### config.mk
export PLATFORM = sky130hd
export DESIGN_NAME = spi_reg_ctrl
export DESIGN_NICKNAME = d
export VERILOG_FILES = /design/src/rtl/spi_reg_ctrl.sv
export SDC_FILE = /design/constraint.sdc
export NUM_CORES = 1
export LEC_CHECK = 0
export CORE_MARGIN = 8
export CORE_UTILIZATION = 55
export CTS_BUF_LIST = sky130_fd_sc_hd__clkbuf_2 sky130_fd_sc_hd__clkbuf_4 sky130_fd_sc_hd__clkbuf_8
export DETAILED_ROUTE_END_ITERATION = 10
export PLACE_DENSITY_LB_ADDON = 0.25
export SYNTH_ARGS = -nofsm -noshare
export SYNTH_HDL_FRONTEND = slang
export SYNTH_SLANG_ARGS = --single-unit
### constraint.sdc
create_clock -name clk -period 2.8 [get_ports clk]
set_clock_uncertainty 0.15 [all_clocks]
set_input_delay 0.42 -clock clk [delete_from_list [all_inputs] [get_ports clk]]
set_output_delay 0.42 -clock clk [all_outputs]
set_load 0.1 [all_outputs]
### src/rtl/spi_reg_ctrl.sv
// SPI slave (mode 0, oversampled in the clk domain) that frames addr+data bytes into a register bank.
// Optional MISO readback of reg[addr] during read frames is enabled with `define SPI_READBACK_EN.
module spi_reg_ctrl #(
  parameter int NREGS   = 4,
  parameter int SYNC_FF = 2
) (
  input  logic                 clk,
  input  logic                 rst,
  input  logic                 spi_sclk,
  input  logic                 spi_cs,
  input  logic                 spi_mosi,
  output logic                 spi_miso,
  output logic [8*NREGS-1:0]   regs_flat,
  output logic                 wr_strobe,
  output logic [6:0]           wr_addr,
  output logic [7:0]           frame_err
);

  typedef enum logic [1:0] {IDLE, ADDR, DATA, DONE} state_t;

  logic [SYNC_FF-1:0] sclk_sync, cs_sync, mosi_sync;
  logic [SYNC_FF:0]   fill;
  logic               sclk_d, cs_d, mosi_d, armed;
  logic               sclk_rise, cs_rise, cs_fall;
`ifdef SPI_READBACK_EN
  logic               sclk_fall;
  logic [7:0]         rd_shift, rd_byte;
`endif

  state_t      state;
  logic [4:0]  bit_cnt;
  logic [7:0]  shift;
  logic [7:0]  shifted;
  logic        rw, overrun;
  logic [6:0]  addr;
  logic [7:0]  regs [NREGS];

  assign shifted = {shift[6:0], mosi_d};

  // Synchronizers plus a registered edge detector; armed blocks a CS that was already low out of reset.
  always_ff @(posedge clk) begin
    if (rst) begin
      sclk_sync <= '0;
      cs_sync   <= '1;
      mosi_sync <= '0;
      sclk_d    <= 1'b0;
      cs_d      <= 1'b1;
      mosi_d    <= 1'b0;
      fill      <= '0;
      armed     <= 1'b0;
      sclk_rise <= 1'b0;
      cs_rise   <= 1'b0;
      cs_fall   <= 1'b0;
`ifdef SPI_READBACK_EN
      sclk_fall <= 1'b0;
`endif
    end else begin
      sclk_sync <= {sclk_sync[SYNC_FF-2:0], spi_sclk};
      cs_sync   <= {cs_sync[SYNC_FF-2:0], spi_cs};
      mosi_sync <= {mosi_sync[SYNC_FF-2:0], spi_mosi};
      sclk_d    <= sclk_sync[SYNC_FF-1];
      cs_d      <= cs_sync[SYNC_FF-1];
      mosi_d    <= mosi_sync[SYNC_FF-1];
      fill      <= {fill[SYNC_FF-1:0], 1'b1};
      armed     <= armed | (fill[SYNC_FF] & cs_sync[SYNC_FF-1]);
      sclk_rise <= sclk_sync[SYNC_FF-1] & ~sclk_d;
      cs_rise   <= cs_sync[SYNC_FF-1] & ~cs_d;
      cs_fall   <= ~cs_sync[SYNC_FF-1] & cs_d & armed;
`ifdef SPI_READBACK_EN
      sclk_fall <= ~sclk_sync[SYNC_FF-1] & sclk_d;
`endif
    end
  end

`ifdef SPI_READBACK_EN
  // Register selected by the address byte as it completes; zero when out of range.
  always_comb begin
    rd_byte = 8'h00;
    for (int k = 0; k < NREGS; k++) begin
      if ({shift[5:0], mosi_d} == 7'(k)) rd_byte = regs[k];
    end
  end
`endif

  // Frame FSM, register bank commit and error counting.
  always_ff @(posedge clk) begin
    if (rst) begin
      state     <= IDLE;
      bit_cnt   <= 5'd0;
      shift     <= 8'h00;
      rw        <= 1'b0;
      addr      <= 7'd0;
      overrun   <= 1'b0;
      wr_strobe <= 1'b0;
      wr_addr   <= 7'd0;
      frame_err <= 8'h00;
      spi_miso  <= 1'b0;
      for (int k = 0; k < NREGS; k++) regs[k] <= 8'h00;
`ifdef SPI_READBACK_EN
      rd_shift  <= 8'h00;
`endif
    end else begin
      wr_strobe <= 1'b0;
      if (cs_rise) begin
        state    <= IDLE;
        spi_miso <= 1'b0;
        if (state == DONE && !overrun) begin
          if (!rw && ({1'b0, addr} < 8'(NREGS))) begin
            for (int k = 0; k < NREGS; k++) begin
              if (addr == 7'(k)) regs[k] <= shift;
            end
            wr_strobe <= 1'b1;
            wr_addr   <= addr;
          end
        end else if (state != IDLE) begin
          if (frame_err != 8'hFF) frame_err <= frame_err + 8'd1;
        end
      end else if (cs_fall) begin
        state    <= ADDR;
        bit_cnt  <= 5'd0;
        overrun  <= 1'b0;
        spi_miso <= 1'b0;
      end else if (sclk_rise && !cs_d) begin
        case (state)
          ADDR: begin
            shift   <= shifted;
            bit_cnt <= bit_cnt + 5'd1;
            if (bit_cnt == 5'd7) begin
              rw    <= shifted[7];
              addr  <= shifted[6:0];
              state <= DATA;
`ifdef SPI_READBACK_EN
              spi_miso <= shifted[7] & rd_byte[7];
              rd_shift <= shifted[7] ? {rd_byte[6:0], 1'b0} : 8'h00;
`endif
            end
          end
          DATA: begin
            shift   <= shifted;
            bit_cnt <= bit_cnt + 5'd1;
            if (bit_cnt == 5'd15) begin
              state    <= DONE;
              spi_miso <= 1'b0;
            end
          end
          DONE:    overrun <= 1'b1;
          default: ;
        endcase
`ifdef SPI_READBACK_EN
      // The fall right after the address byte keeps bit 7 on the line for the first data rise.
      end else if (sclk_fall && state == DATA && rw && bit_cnt != 5'd8) begin
        spi_miso <= rd_shift[7];
        rd_shift <= {rd_shift[6:0], 1'b0};
`endif
      end
    end
  end

  always_comb begin
    regs_flat = '0;
    for (int k = 0; k < NREGS; k++) regs_flat[8*k +: 8] = regs[k];
  end

endmodule
---- Yosys cells after proc, flatten, opt, wreduce, memory -nomap -nowiden ----
Memory sizes are Yosys's and may differ from the RTL's.
Cells that the tools add are included.
Widths: inputs -> output; s select.
word-level totals
  flip-flop bits (word level) ............. 56
  bits in latches ......................... 0
  bits in writable memories ............... 32
  memory bits (read-only) ................. 0
  input bits .............................. 5
  output and inout port bits .............. 49
  logic and storage cells ................. 123
  memories ................................ 1
memories
  name  words  width  rd ports  clocked after memory_dff  write ports  line  source
  regs  4      8      4         0                         4            36    logic [7:0] regs [NREGS];
cells by class
  add/subtract/negate cells ............... 2
  multiply operators ...................... 0
  divide/modulo/power cells ............... 0
  order comparisons ....................... 1
  equality and inequality tests ........... 13
  shift operators ......................... 0
  multiplexer cells ....................... 43
  bitwise gates (word level) .............. 16
  reduce and logical (&&, ||, !) cells .... 25
operator list
  cell                 number
  $mux 1               33
  $mux 8               4
  $reduce_and 4->1     4
  $mux 5               3
  $eq 7x2->1 const B   2
  $reduce_bool 2->1    5
  $reduce_and 3->1     3
  $add 8x1->8 const B  1
  $ne 8x8->1 const B   1
  $eq 7x1->1 const B   1
  $logic_not 7->1      1
  $lt 7x3->1 const B   1
  $ne 3x3->1 const B   2
  $not 1->1            6
  $reduce_or 3->1      2
  $add 5x1->5 const B  1
  $and 1x1->1          5
  $eq 5x3->1 const B   1
  $eq 5x4->1 const B   1
  $or 1x1->1           5
  $reduce_and 5->1     1
  $eq 2x2->1 const B   2
  $mux 2               2
  $ne 2x2->1 const B   2
  other kinds (6)      11

---- Longest topological paths before layout ----
Gate-level depths: netlist (run 1).
  word-level depth ........................ 8
  depth in mapped cells ................... 7
  gate-level depth less buffers ........... 6

---- Worst setup path before layout (run 1) ----
OpenSTA, ideal clock, no wires.
  kind .................................... flip-flop to flip-flop
  start ................................... reg state[0]
  end ..................................... mem regs[0][0] (enable)
  setup time .............................. 387 ps
  arrival ................................. 1887 ps
  data required time ...................... 2263 ps
  path slack .............................. 376 ps
  cell stages (with the launch flop) ...... 6
  path buffers ............................ 1
  clock period less this slack ............ 2424 ps
  cell sequence ........................... dfxtp_1 ha_1 nor2b_1 nand3_2 clkbuf_1 o31ai_1
RTL lines
  element                 line  source
  from (decl)             30    state_t state;
  from (signal assigned)  88    state <= IDLE;
  from (signal assigned)  105   state <= IDLE;
  from (signal assigned)  119   state <= ADDR;
  to (decl)               36

==> Flow_metrics.wiki, run 1 <==
{| class="wikitable"
! Metric !! Value
|-
| Number of pins exceeding their max-slew limit in the final report || 0
|-
| Fillers || 451
|-
| Gr usage total || 15.6%
|-
| Total number of yosys warnings || 0
|-
| Distinct cell type count after synthesis || 47
|-
| Worst setup EP type || flop
|-
| Area enclosed by the die boundary || 8910 um2
|-
| HP Class || reg2reg
|-
| Gate count after technology mapping || 299
|-
| Outcome || completed
|-
| Number of placed I/O pins || 54
|-
| Global-route wire length before repair || 10.9 mm
|-
| Router iterations before antenna repair || 6
|-
| Worst EP required || 2.71 ns
|-
| Mean number of vias per cell || 5.40
|-
| Leading cell type in the layout, fill and taps excluded || sky130_fd_sc_hd__dfxtp_1
|-
| Number of remaining DRC errors || 0
|-
| Total clock sinks || 88
|-
| DR WL/cell || 14.8 um
|-
| Final Critical Period || 2.22 ns
|-
| Top achievable clock speed || 0.451 GHz
|-
| Post-DP Area || 3870 um2
|-
| CTS tree || built
|-
| Static power due to leakage || 1.65 nW
|-
| TritonCTS buffer count || 9
|-
| # resized after CTS || 0
|-
| Core Area || 5920 um2
|-
| Gp weighted congestion || 0.778
|-
| Total Nets Final || 369
|-
| Top-area cell type share of the netlist area || 33.1%
|-
| Syn Nets || 311
|-
| Unrepaired setup endpoints after global routing || no
|-
| VDD IR-drop max || 0.549 mV
|-
| Maximum net fanout on the critical path || 16
|-
| Worst path slowest cell || sky130_fd_sc_hd__dfxtp_1
|-
| Fraction of the yosys area taken by sequential cells || 61.6%
|-
| Clock latency of the later-clocked register in the worst-skew pair || 0.35 ns
|-
| Detailed-route wire length || 6.47 mm
|-
| Worst-case clock buffer depth || 2
|-
| Effective utilization at floorplan || 57.1%
|-
| Utilization after layout || 69.1%
|-
| Total power divided by cell area || 602 nW/um2
|-
| Clock transition at path regs || 0.07 ns
|-
| Worst setup path class || reg2reg
|-
| Sequential Area || 2080 um2
|-
| Final worst-path cycle share || 79.2%
|-
| Post-detail-place hpwl || 4.49 mm
|-
| Number of enable flip-flop cells after synthesis || 32
|-
| Total of endpoints with negative setup slack in the final report || 0
|-
| Design Power || 0.00246 W
|-
| CTS H-tree lvls || 3
|-
| Synthesis-to-finish area growth || 20.9%
|-
| Fraction of layout cells with a size suffix above 1 || 23.8%
|-
| Global route overflow || 0
|-
| Master cell of the clock root buffer || sky130_fd_sc_hd__clkbuf_8
|-
| List of cells traversed by the critical path || ha_1 -> nor2b_1 -> nand3_2 -> o31ai_1 -> buf_4
|-
| Post-synth ARST share || 0%
|-
| Leading cell types by total area after synthesis || sky130_fd_sc_hd__dfxtp_1 (33%), sky130_fd_sc_hd__edfxtp_1 (28%), sky130_fd_sc_hd__and2_1 (6.1%)
|-
| Number of design-rule violations left by the first detailed-router iteration || 103
|-
| Most used flip-flop cell after synthesis || sky130_fd_sc_hd__dfxtp_1
|-
| Combined area of the multi-input logic cells || 1220 um2
|-
| Port bufs || 52
|-
| Max_slew headroom || 60.0%
|-
| Remaining antenna violation count after routing || 0
|-
| Number of synthesized register bits || 88
|-
| Buffers and inverters on the worst path || 1
|-
| Height of the die || 94.4 um
|-
| Total number of vias || 2360
|-
| Diodes inserted || 0
|-
| Die width || 94.4 um
|-
| Max cap viols || 0
|-
| Number of failing hold endpoints at the final stage || 0
|-
| Number of antenna violations at the first check in global routing || 0
|-
| Number of buffers inserted for hold repair after clock tree synthesis || 0
|-
| Post-synthesis cell type with the largest combined area || sky130_fd_sc_hd__dfxtp_1
|-
| Delay of the slowest critical-path stage || 0.40 ns
|-
| Signal arrival time at the worst endpoint || 2.12 ns
|-
| Post-CTS Setup Repair Bufs || 0
|-
| Setup TNS after final layout || 0 ns
|-
| Number of global-route vias before repair || 2330
|-
| Cell type group with the largest total delay on the critical path || simple AND/OR/NAND/NOR gates
|-
| Highest-count cells in the layout ignoring fill and taps || sky130_fd_sc_hd__dfxtp_1 (56), sky130_fd_sc_hd__buf_4 (55), sky130_fd_sc_hd__and2_1 (33)
|-
| Maximum number of pins on one net before global-route repair || 26
|-
| Slew of the pin with the lowest slew margin || 0.598 ns
|-
| Synthesized area divided by synthesized cell count || 11.3 um2
|-
| Netlist area before placement || 3380 um2
|-
| Core Rows || 28
|-
| Critical Path Start Type || flop
|-
| Design area || 4090 um2
|}
[kinds of logic (layout without fill, tap and decap cells)]
kind of cell,after synthesis,in the layout,share of synthesized area (%)
compound gates,43,43,7.62
fa+ha+maj,7,7,2.59
buf+inv,19,82,2.26
flops,88,88,61.6
mux,12,12,3.59
other cells,1,1,0.111
simple gates,129,129,22.3
[report_power, final]
part	internal [W]	switching (W)	leakage [nW]
Clock	0.000500	0.000415	0.109
Sequential	0.00134	0.00000744	0.784
Combinational	0.0000359	0.000159	0.757
[path summary, 6_finish.rpt]
| check | from | end | slack [ns] | depth (start not counted) |
|---|---|---|---|---|
| setup reg to reg | state[0] | regs[0][1] | 0.58 | 5 |
| hold reg to reg | sclk_d | sclk_rise | 0.23 | 1 |
| hold / removal | sclk_d | sclk_rise | 0.23 | 1 |
| setup / recovery | state[0] | regs[0][1] | 0.58 | 5 |
[synthesized netlist by cell type, types with 4 or more instances]
cell type,number
sky130_fd_sc_hd__dfxtp_1,56
sky130_fd_sc_hd__and2_1,33
sky130_fd_sc_hd__edfxtp_1,32
sky130_fd_sc_hd__nand2_1,22
sky130_fd_sc_hd__a21oi_1,19
sky130_fd_sc_hd__nor2_1,19
sky130_fd_sc_hd__mux2i_1,11
sky130_fd_sc_hd__nor2b_1,11
sky130_fd_sc_hd__clkbuf_1,9
sky130_fd_sc_hd__o21ai_0,8
sky130_fd_sc_hd__ha_1,7
sky130_fd_sc_hd__inv_1,7
sky130_fd_sc_hd__and3_1,6
sky130_fd_sc_hd__nand2b_1,4
sky130_fd_sc_hd__o31ai_1,4
sky130_fd_sc_hd__or4_1,4
[flip-flops by register name (all words and copies together), names as in the netlist, 3 cells and up]
name and count:
fill 3, frame_err 8, wr_addr 7, regs 32
addr 7, shift 8, bit_cnt 5
[area by class of cell]
cell class                      instances  share of cell area [%]
Clock inverter                          2                   0.918
Tap cell                               75                    2.29
Inverter                                7                   0.643
Sequential cell                        88                    50.9
Clock buffer                           14                    4.35
Timing Repair Buffer                   59                    11.0
Multi-Input combinational cell        192                    29.9
[per-stage QoR]
step           cells  hold slack (ns)  worst slack, ns
2_1_floorplan    299            0.217            0.376
3_3_place_gp     421            0.226            0.697
3_5_place_dp     421            0.227            0.578
4_1_cts          437            0.233            0.561
5_1_grt          437            0.245            0.285
6_report         437            0.233            0.584
[metal layers]
layer	track usage, %	share of wire, %	vias to the layer above
met4	7.53	1.7	0
met3	4.13	6.0	8
met1	18.3	44	1124
li1	-	-	1170
met5	0	0	-
met2	26.0	48	58
Note: power is estimated with default switching activity, not from simulation.
==> inputs of run 2 (changes only) <==
==> constraint.sdc (replaced) <==
create_clock -name clk -period 2.3 [get_ports clk]
set_clock_uncertainty 0.15 [all_clocks]
set_input_delay 0.345 -clock clk [delete_from_list [all_inputs] [get_ports clk]]
set_output_delay 0.345 -clock clk [all_outputs]
set_load 0.1 [all_outputs]
==> run 2 against run 1 <==
Final cell count increased by 0.46%. Power grew 19%. Wire length is 6.2% higher. Clock power increased by 13%. Critical endpoint is now regs[3][4]. Largest power group unchanged.
==> Flow_metrics.wiki, run 2 (synthesis gave the netlist of run 1 again) <==
{| class="wikitable"
! Metric !! Value
|-
| Outcome || completed
|-
| Unrepaired setup endpoints after global routing || no
|-
| Static power due to leakage || 1.66 nW (+0.36%)
|-
| Gr usage total || 16.2% (+0.60 points)
|-
| Clock latency of the later-clocked register in the worst-skew pair || 0.35 ns (about the same)
|-
| Top achievable clock speed || 0.467 GHz (+3.6%)
|-
| Max cap viols || 0 (unchanged)
|-
| Worst EP required || 2.20 ns (-0.51 ns)
|-
| Global route overflow || 0 (unchanged)
|-
| Hold_sp || rst
|-
| Post-CTS Setup Repair Bufs || 0 (unchanged)
|-
| # resized after CTS || 0 (unchanged)
|-
| Area enclosed by the die boundary || 8910 um2 (unchanged)
|-
| Total of endpoints with negative setup slack in the final report || 0 (unchanged)
|-
| Fraction of layout cells with a size suffix above 1 || 25.3% (+1.5 points)
|-
| Register with the most flip-flops || regs
|-
| Leading cell type in the layout, fill and taps excluded || sky130_fd_sc_hd__buf_4
|-
| Final Critical Period || 2.14 ns (-0.0761 ns)
|-
| Critical Path Start Type || flop
|-
| Port bufs || 52 (unchanged)
|-
| Gp weighted congestion || 0.799 (+2.8%)
|-
| Final worst-path cycle share || 93.0% (+14 points)
|-
| Critical R2R Launch || state[0]
|-
| Worst-case clock buffer depth || 2 (unchanged)
|-
| Signal arrival time at the worst endpoint || 2.04 ns (-0.08 ns)
|-
| VDD IR-drop max || 0.380 mV (-31%)
|-
| Detailed-route wire length || 6.87 mm (+6.2%)
|-
| CTS tree || built
|-
| Max FFs per register || 32 (unchanged)
|-
| Height of the die || 94.4 um (unchanged)
|-
| TritonCTS buffer count || 9 (unchanged)
|-
| Effective utilization at floorplan || 57.1% (unchanged)
|-
| Number of failing hold endpoints at the final stage || 0 (unchanged)
|-
| Global-route wire length before repair || 11.4 mm (+5.1%)
|-
| Die width || 94.4 um (unchanged)
|-
| Synthesis-to-finish area growth || 21.6%
|-
| Diodes inserted || 0 (unchanged)
|-
| DR WL/cell || 15.6 um (+5.7%)
|-
| Post-detail-place hpwl || 4.72 mm (+5.1%)
|-
| Largest regs || regs: 32 flops, frame_err: 8 flops, shift: 8 flops
|-
| CTS H-tree lvls || 3 (unchanged)
|-
| Core Rows || 28 (unchanged)
|-
| Design area || 4110 um2 (+0.55%)
|-
| HP Class || in2reg
|-
| Remaining antenna violation count after routing || 0 (unchanged)
|-
| Utilization after layout || 69.4% (+0.38 points)
|-
| Number of antenna violations at the first check in global routing || 0 (unchanged)
|-
| Master cell of the clock root buffer || sky130_fd_sc_hd__clkbuf_8
|-
| Router iterations before antenna repair || 7 (+1)
|-
| Maximum net fanout on the critical path || 9 (-7)
|-
| Highest-count cells in the layout ignoring fill and taps || sky130_fd_sc_hd__buf_4 (56), sky130_fd_sc_hd__dfxtp_1 (52), sky130_fd_sc_hd__and2_1 (33)
|-
| Total Nets Final || 371 (+0.54%)
|-
| Number of buffers inserted for hold repair after clock tree synthesis || 0 (unchanged)
|-
| Total clock sinks || 88 (unchanged)
|-
| Startpoint of the most critical setup path || state[0]
|-
| Total power divided by cell area || 709 nW/um2 (+18%)
|-
| Worst setup EP type || flop
|-
| Number of design-rule violations left by the first detailed-router iteration || 95 (-7.8%)
|-
| Number of placed I/O pins || 54 (unchanged)
|-
| Number of remaining DRC errors || 0 (unchanged)
|-
| Mean number of vias per cell || 5.42 (+0.35%)
|-
| Worst setup path class || reg2reg
|-
| Total number of vias || 2379 (+0.81%)
|-
| Number of pins exceeding their max-slew limit in the final report || 0 (unchanged)
|-
| Post-DP Area || 3910 um2 (+0.97%)
|-
| Maximum number of pins on one net before global-route repair || 35 (+35%)
|-
| Number of global-route vias before repair || 2375 (+1.9%)
|-
| Clock transition at path regs || 0.09 ns (+0.02 ns)
|-
| Core Area || 5920 um2 (unchanged)
|}
==> run 2: changes by cell type in the layout (fill, tap and decap cells not counted), sizes merged <==
cell	change
clkbuf	-4
buf	+2
clkinv	+4
==> run 2: through the flow <==
stage | cells | total power [W] | hold slack (ns) | TNS [ns] | worst slack [ns]
after floorplan | 299 | 0.00187 | 0.217 | -1.85 | -0.0770
after global placement | 423 | 0.00192 | 0.224 | 0 | 0.307
after detailed placement | 423 | 0.00192 | 0.244 | 0 | 0.187
after CTS | 439 | 0.00294 | 0.241 | 0 | 0.154
after global routing | 439 | 0.00300 | 0.276 | 0 | 0.00745
final | 439 | 0.00292 | 0.257 | 0 | 0.160
==> run 2: final timing paths <==
| kind | end | slack (ns) | cells after the start |
|---|---|---|---|
| worst max-delay path | regs[3][4] | 0.16 | 5 |
| worst max register to register | regs[3][4] | 0.16 | 5 |
| worst min register to register | cs_sync[1] | 0.26 | 1 |
| worst min-delay path | wr_addr[1] | 0.26 | 2 |
==> run 2: area by class of cell <==
type	count	area, um2
flip-flops and latches	88	2090
repair buffers	61	475
clock inverters	6	60.1
multi-input cells	192	1240
fillers	466	1810
clock buffers	10	131
inverters	7	26.3
well taps	75	93.8
==> run 2: report_power, final <==
| part | switching [W] | internal [W] |
|---|---|---|
| Combinational | 0.000194 | 0.0000451 |
| Clock | 0.000523 | 0.000509 |
| Sequential | 0.00000923 | 0.00164 |
==> run 2: worst max-delay path, cell delays in order, from the launching register on <==
cell                      delay, ns
sky130_fd_sc_hd__dfxtp_1       0.41
sky130_fd_sc_hd__ha_1          0.18
sky130_fd_sc_hd__nor2b_1       0.31
sky130_fd_sc_hd__nand3_2       0.30
sky130_fd_sc_hd__o21ai_0       0.28
sky130_fd_sc_hd__buf_4         0.21
==> run 2: layer usage <==
metal / track usage [%] / share of wire (%)
met1: 19.2 / 42
met2: 26.8 / 49
met3: 4.13 / 6.9
met4: 8.06 / 2.1
met5: 0 / 0
